--- src/rtl/video_timing_gen_pkg.sv ---
// Shared raster constants for video_timing_gen: standard mode porch/sync sets,
// sync polarity constants and the blanking-start helper.
package video_timing_gen_pkg;

    localparam int POL_LOW  = 0;
    localparam int POL_HIGH = 1;

    typedef struct packed {
        int h_res;
        int h_fp;
        int h_sync;
        int h_bp;
        int v_res;
        int v_fp;
        int v_sync;
        int v_bp;
        int h_pol;
        int v_pol;
    } timing_mode_t;

    localparam timing_mode_t MODE_480P = '{
        h_res: 640,  h_fp: 16,  h_sync: 96,  h_bp: 48,
        v_res: 480,  v_fp: 10,  v_sync: 2,   v_bp: 33,
        h_pol: POL_LOW,  v_pol: POL_LOW
    };

    localparam timing_mode_t MODE_600P = '{
        h_res: 800,  h_fp: 40,  h_sync: 128, h_bp: 88,
        v_res: 600,  v_fp: 1,   v_sync: 4,   v_bp: 23,
        h_pol: POL_HIGH, v_pol: POL_HIGH
    };

    localparam timing_mode_t MODE_720P = '{
        h_res: 1280, h_fp: 110, h_sync: 40,  h_bp: 220,
        v_res: 720,  v_fp: 5,   v_sync: 5,   v_bp: 20,
        h_pol: POL_HIGH, v_pol: POL_HIGH
    };

    // Blanking occupies negative coordinates, so the first position of a line
    // or frame is minus the total blanking length.
    function automatic int blank_start(input int fp, input int sync, input int bp);
        return -(fp + sync + bp);
    endfunction

endpackage

--- src/rtl/sync_delay_line.sv ---
// Enable-gated shift register that latency-matches sync/DE to a pixel pipeline.
// DEPTH of 0 degenerates to a wire.
module sync_delay_line #(
    parameter int               WIDTH   = 3,
    parameter int               DEPTH   = 2,
    parameter logic [WIDTH-1:0] RST_VAL = '0
) (
    input  logic             clk,
    input  logic             rst,
    input  logic             en,
    input  logic [WIDTH-1:0] i_d,
    output logic [WIDTH-1:0] o_q
);

    generate
        if (DEPTH == 0) begin : g_bypass
            assign o_q = i_d;
        end else begin : g_pipe
            logic [WIDTH-1:0] r_stage [DEPTH];

            always_ff @(posedge clk or posedge rst) begin
                if (rst) begin
                    for (int i = 0; i < DEPTH; i++) begin
                        r_stage[i] <= RST_VAL;
                    end
                end else if (en) begin
                    r_stage[0] <= i_d;
                    for (int i = 1; i < DEPTH; i++) begin
                        r_stage[i] <= r_stage[i-1];
                    end
                end
            end

            assign o_q = r_stage[DEPTH-1];
        end
    endgenerate

endmodule

--- src/rtl/video_timing_gen.sv ---
// Parametrised raster timing generator with clock enable, frame counter and a
// latency-matched copy of the sync/DE bus for pipelined renderers.
module video_timing_gen
    import video_timing_gen_pkg::*;
#(
    parameter int CORDW    = 16,
    parameter int H_RES    = MODE_480P.h_res,
    parameter int H_FP     = MODE_480P.h_fp,
    parameter int H_SYNC   = MODE_480P.h_sync,
    parameter int H_BP     = MODE_480P.h_bp,
    parameter int V_RES    = MODE_480P.v_res,
    parameter int V_FP     = MODE_480P.v_fp,
    parameter int V_SYNC   = MODE_480P.v_sync,
    parameter int V_BP     = MODE_480P.v_bp,
    parameter int H_POL    = MODE_480P.h_pol,
    parameter int V_POL    = MODE_480P.v_pol,
    parameter int PIPE_LAT = 2,
    parameter int FCNT_W   = 16
) (
    input  logic                    clk_pix,
    input  logic                    rst_pix,
    input  logic                    en,
    output logic signed [CORDW-1:0] sx,
    output logic signed [CORDW-1:0] sy,
    output logic                    hsync,
    output logic                    vsync,
    output logic                    de,
    output logic                    frame,
    output logic                    line,
    output logic [FCNT_W-1:0]       frame_cnt,
    output logic                    hsync_d,
    output logic                    vsync_d,
    output logic                    de_d
);

    localparam int H_STA_I = blank_start(H_FP, H_SYNC, H_BP);
    localparam int V_STA_I = blank_start(V_FP, V_SYNC, V_BP);

    localparam logic signed [CORDW-1:0] H_STA  = CORDW'(H_STA_I);
    localparam logic signed [CORDW-1:0] V_STA  = CORDW'(V_STA_I);
    localparam logic signed [CORDW-1:0] H_END  = CORDW'(H_RES - 1);
    localparam logic signed [CORDW-1:0] V_END  = CORDW'(V_RES - 1);
    localparam logic signed [CORDW-1:0] HS_BEG = CORDW'(H_STA_I + H_FP);
    localparam logic signed [CORDW-1:0] HS_END = CORDW'(H_STA_I + H_FP + H_SYNC - 1);
    localparam logic signed [CORDW-1:0] VS_BEG = CORDW'(V_STA_I + V_FP);
    localparam logic signed [CORDW-1:0] VS_END = CORDW'(V_STA_I + V_FP + V_SYNC - 1);

    localparam logic HS_ACT = (H_POL != 0);
    localparam logic VS_ACT = (V_POL != 0);

    logic signed [CORDW-1:0] r_sx;
    logic signed [CORDW-1:0] r_sy;
    logic                    r_hsync;
    logic                    r_vsync;
    logic                    r_de;
    logic                    r_frame;
    logic                    r_line;
    logic [FCNT_W-1:0]       r_fcnt;

    logic signed [CORDW-1:0] w_sx_nxt;
    logic signed [CORDW-1:0] w_sy_nxt;
    logic                    w_line_end;
    logic                    w_frame_end;
    logic                    w_hsync_nxt;
    logic                    w_vsync_nxt;
    logic                    w_de_nxt;

    // Outputs are decoded from the next position so they land in the same
    // register stage as sx/sy and never lag them.
    always_comb begin
        w_line_end  = (r_sx == H_END);
        w_frame_end = w_line_end && (r_sy == V_END);
        w_sx_nxt    = w_line_end ? H_STA : r_sx + CORDW'(1);
        w_sy_nxt    = r_sy;
        if (w_line_end) begin
            w_sy_nxt = (r_sy == V_END) ? V_STA : r_sy + CORDW'(1);
        end
        w_hsync_nxt = (w_sx_nxt >= HS_BEG && w_sx_nxt <= HS_END) ? HS_ACT : ~HS_ACT;
        w_vsync_nxt = (w_sy_nxt >= VS_BEG && w_sy_nxt <= VS_END) ? VS_ACT : ~VS_ACT;
        w_de_nxt    = ~w_sx_nxt[CORDW-1] && ~w_sy_nxt[CORDW-1];
    end

    always_ff @(posedge clk_pix or posedge rst_pix) begin
        if (rst_pix) begin
            r_sx    <= H_STA;
            r_sy    <= V_STA;
            r_hsync <= ~HS_ACT;
            r_vsync <= ~VS_ACT;
            r_de    <= 1'b0;
            r_frame <= 1'b1;
            r_line  <= 1'b1;
            r_fcnt  <= '0;
        end else if (en) begin
            r_sx    <= w_sx_nxt;
            r_sy    <= w_sy_nxt;
            r_hsync <= w_hsync_nxt;
            r_vsync <= w_vsync_nxt;
            r_de    <= w_de_nxt;
            r_line  <= w_line_end;
            r_frame <= w_frame_end;
            if (w_frame_end) begin
                r_fcnt <= r_fcnt + FCNT_W'(1);
            end
        end
    end

    assign sx        = r_sx;
    assign sy        = r_sy;
    assign hsync     = r_hsync;
    assign vsync     = r_vsync;
    assign de        = r_de;
    assign frame     = r_frame;
    assign line      = r_line;
    assign frame_cnt = r_fcnt;

    sync_delay_line #(
        .WIDTH   (3),
        .DEPTH   (PIPE_LAT),
        .RST_VAL ({~HS_ACT, ~VS_ACT, 1'b0})
    ) u_sync_delay (
        .clk (clk_pix),
        .rst (rst_pix),
        .en  (en),
        .i_d ({r_hsync, r_vsync, r_de}),
        .o_q ({hsync_d, vsync_d, de_d})
    );

endmodule

--- config.mk ---
export PLATFORM = sky130hd
export DESIGN_NAME = video_timing_gen
export DESIGN_NICKNAME = d
export VERILOG_FILES = /design/src/rtl/video_timing_gen_pkg.sv /design/src/rtl/sync_delay_line.sv /design/src/rtl/video_timing_gen.sv
export SDC_FILE = /design/constraint.sdc
export NUM_CORES = 1
export LEC_CHECK = 0
export CAP_MARGIN = 20
export CORE_MARGIN = 2
export CORE_UTILIZATION = 32
export CTS_BUF_LIST = sky130_fd_sc_hd__clkbuf_2
export CTS_CLUSTER_DIAMETER = 100
export CTS_CLUSTER_SIZE = 12
export DETAILED_ROUTE_END_ITERATION = 7
export HOLD_SLACK_MARGIN = 0.1
export SYNTH_ARGS = -nofsm -noshare
export SYNTH_HDL_FRONTEND = slang
export SYNTH_SLANG_ARGS = --single-unit
--- constraint.sdc ---
create_clock -name clk_pix -period 5.55 [get_ports clk_pix]
set_clock_uncertainty 0.2 [all_clocks]
set_input_delay 1.11 -clock clk_pix [delete_from_list [all_inputs] [get_ports clk_pix]]
set_output_delay 1.11 -clock clk_pix [all_outputs]
set_load 0.03 [all_outputs]
==> flow_summary.yaml <==
status:
  status: "complete, no violations"
yosys:
  syn_area_mm2: 0.00331
  ys_top_cells_by_area: "dfstp_2, dfrtp_1, xnor2_1, nand2_1, mux2_2"
  synthDistinctLibCells: 54
  synth_commonest_cells: "nand2_1, dfstp_2, dfrtp_1"
  synth_fp_nets: 354
  synth_edf_count: 0
  synth_area_per_cell_um2: 9.55
  synthFlopType: "dfstp_2"
  synth_async_sr_flop_share: 1.00
  synth-seq-cells: 59
  seq_area_frac_synth: 0.457
  ys_warn_count: 0
  syn_inst: 347
  synth_top_area_share: 0.246
  yosysMostFrequentCell: "nand2_1"
  synth.largest_area_cell: "dfstp_2"
floorplan:
  dieArea_mm2: 0.0112
  core_mm2: 0.0102
  die_x_um: 106
  ios: 59
  rows: 37
  initial_core_util: 0.325
  die_height_um: 106
clocking:
  post_cts_buffers: 0
  clk_latency_ps: 480
  cts_max_path_buffers: 2
  cts_made_buffers: 9
  cts.sinks: 59
  clk_pin_slew_worst_paths_ps: 180
  h-tree-depth: 3
  cts_tree: "done"
  cts_resized: 0
  hold_buffers: 0
  root_buffer: "clkbuf_2"
route:
  num_vias: 2846
  wirelength_um: 8080
  via_per_inst: 5.28
  first_iter_violations: 153
  drc_errors: 0
  wl_per_cell_um: 15.0
  drt-pass1-iter-count: 4
  drtAntennaViolNets: 0
placement:
  post-place-cells: 523
  gp_congestion: 0.841
  dp_hpwl_um: 5510
  place_ws_ps: 1730
  portBuffers: 58
global_route:
  antenna_found_initial: 0
  grt_overflow_total: 0
  grt_max_degree: 44
  grt_pass1_wl_um: 13800
  grt_pass1_vias: 2789
  grt.total_usage: 0.152
power:
  p_switching_uw: 338
  seqPwrFrac: 0.492
  p_per_area_mw_per_mm2: 253
  clockPowerShare: 0.304
  internal-power_uw: 707
  netSwitchingFraction: 0.324
  p_leak_nw: 1.56
  comb_power_share: 0.204
  vdd_drop_max_uv: 199
min_path:
  hold_path_class: "register to register"
setup_path:
  critPathKind: "register to register"
  path_max_fanout: 16
  arrival_ps: 3670
  crit_required_ps: 5770
  crit_path_start_kind: "register"
  worst_setup_path_end_kind: "register"
timing:
  min_period_ps: 3450
  finalMaxSlewViolations: 0
  fin_setup_tns_ps: 0
  worst_pin_slew_ps: 953
  maxSlewHeadroom: 0.360
  hold_viol_final: 0
  period_share: 0.621
  fmax_mhz: 290
  layout_setup_ws_ps: 2100
  rsz0062_at_grt: "false"
  setup_violations: 0
finish:
  nets: 405
  drive_gt1_frac: 0.176
  final_core_util: 0.406
  fin_cells: 539
  antenna_cells: 0
  syn_to_final_growth_pct: 24.8
job:
  drv_cap: 0
==> per-layer routing <==
layer  GRT usage  vias up  wire length, um
met1       0.206     1375             3800
met2       0.242       95             3760
li1            -     1370                -
met3      0.0408        6              427
met4      0.0376        0               81
met5           0        -                0
==> worst paths after layout <==
kind,from,end,slack [ps],depth (start not counted)
setup / recovery,sx[6],frame_cnt[7],2100,6
hold / removal,frame_cnt[15],frame_cnt[15],280,1
setup reg to reg,sx[6],frame_cnt[7],2100,6
hold reg to reg,frame_cnt[15],frame_cnt[15],280,1
max in group asynchronous,rst_pix,sy[7],3440,3
min in group asynchronous,rst_pix,sx[7],840,2
==> critical path, cell delays in order (launching register included) <==
cell and delay (ps):
dfstp_2 630, nand4_1 380, or4_1 1000, nor3_4 420
and4_1 370, and4_4 260, xor2_2 130
==> through the flow <==
stage	instance area [um^2]	hold WS, ps	power (mW)
floorplan	3310	275	0.654
global placement	4000	264	0.733
detailed placement	4000	266	0.735
CTS	4140	289	1.06
global route	4140	320	1.10
finish	4140	280	1.05
==> flip-flops by register name, summed over array words and instances (netlist names) <==
| signal | flops |
|---|---|
| frame | 1 |
| u_sync_delay.g_pipe.r_stage | 3 |
| hsync | 1 |
| line | 1 |
| sy | 16 |
| vsync | 1 |
| frame_cnt | 16 |
| u_sync_delay.o_q | 3 |
| sx | 16 |
| de | 1 |
==> placed cells by master, fill, tap and decap left out, types with 2 or more instances in the layout <==
cell / netlist / routed
nor2_1: 21 / 21
clkdlybuf4s50_1: 0 / 58
clkinv_2: 0 / 2
o22a_1: 3 / 3
or3_1: 2 / 2
and2_1: 4 / 4
xnor2_1: 21 / 21
a21oi_1: 17 / 17
mux2_2: 12 / 12
a21o_1: 3 / 3
nand4b_1: 2 / 2
o21a_1: 2 / 2
inv_1: 4 / 3
or4_1: 5 / 5
a41oi_1: 4 / 4
xor2_1: 6 / 6
o31ai_1: 3 / 3
and3_1: 9 / 9
nor3_1: 10 / 10
dfstp_2: 31 / 31
clkbuf_2: 0 / 11
o32ai_1: 2 / 2
ha_1: 4 / 4
nand3b_1: 2 / 2
nand3_1: 19 / 19
nand2_1: 43 / 43
and4_1: 6 / 6
dfrtp_1: 28 / 28
buf_4: 1 / 3
o21ai_0: 19 / 19
bufinv_16: 0 / 2
nand4_1: 8 / 8
a31oi_1: 13 / 13
==> final cells by class <==
cell class | instances | area (um^2)
clock buffers | 11 | 55.1
well taps | 136 | 170
repair buffers | 62 | 608
fillers | 1057 | 6050
inverters | 5 | 18.8
flip-flops and latches | 59 | 1520
multi-input cells | 261 | 1690
clock inverters | 5 | 77.6
==> cells by family after synthesis <==
| family | count (synthesis) | share of synthesized area |
|---|---|---|
| AOI/OAI and AO/OA | 77 | 0.150 |
| xor gates and xnor gates | 28 | 0.0763 |
| DFF | 59 | 0.457 |
| adders and majority gates | 4 | 0.0151 |
| and+or+nand+nor | 140 | 0.226 |
| buffers and inverters | 27 | 0.0347 |
| muxes | 12 | 0.0408 |
==> power groups by stage <==
stage | clock [mW] | combinational, mW | sequential, mW
3_5_place_dp | 0 | 0.215 | 0.520
2_1_floorplan | 0 | 0.0988 | 0.556
5_1_grt | 0.348 | 0.231 | 0.522
6_report | 0.318 | 0.214 | 0.514
3_3_place_gp | 0 | 0.213 | 0.520
4_1_cts | 0.328 | 0.216 | 0.514
Power figures use the tool's default switching activity.
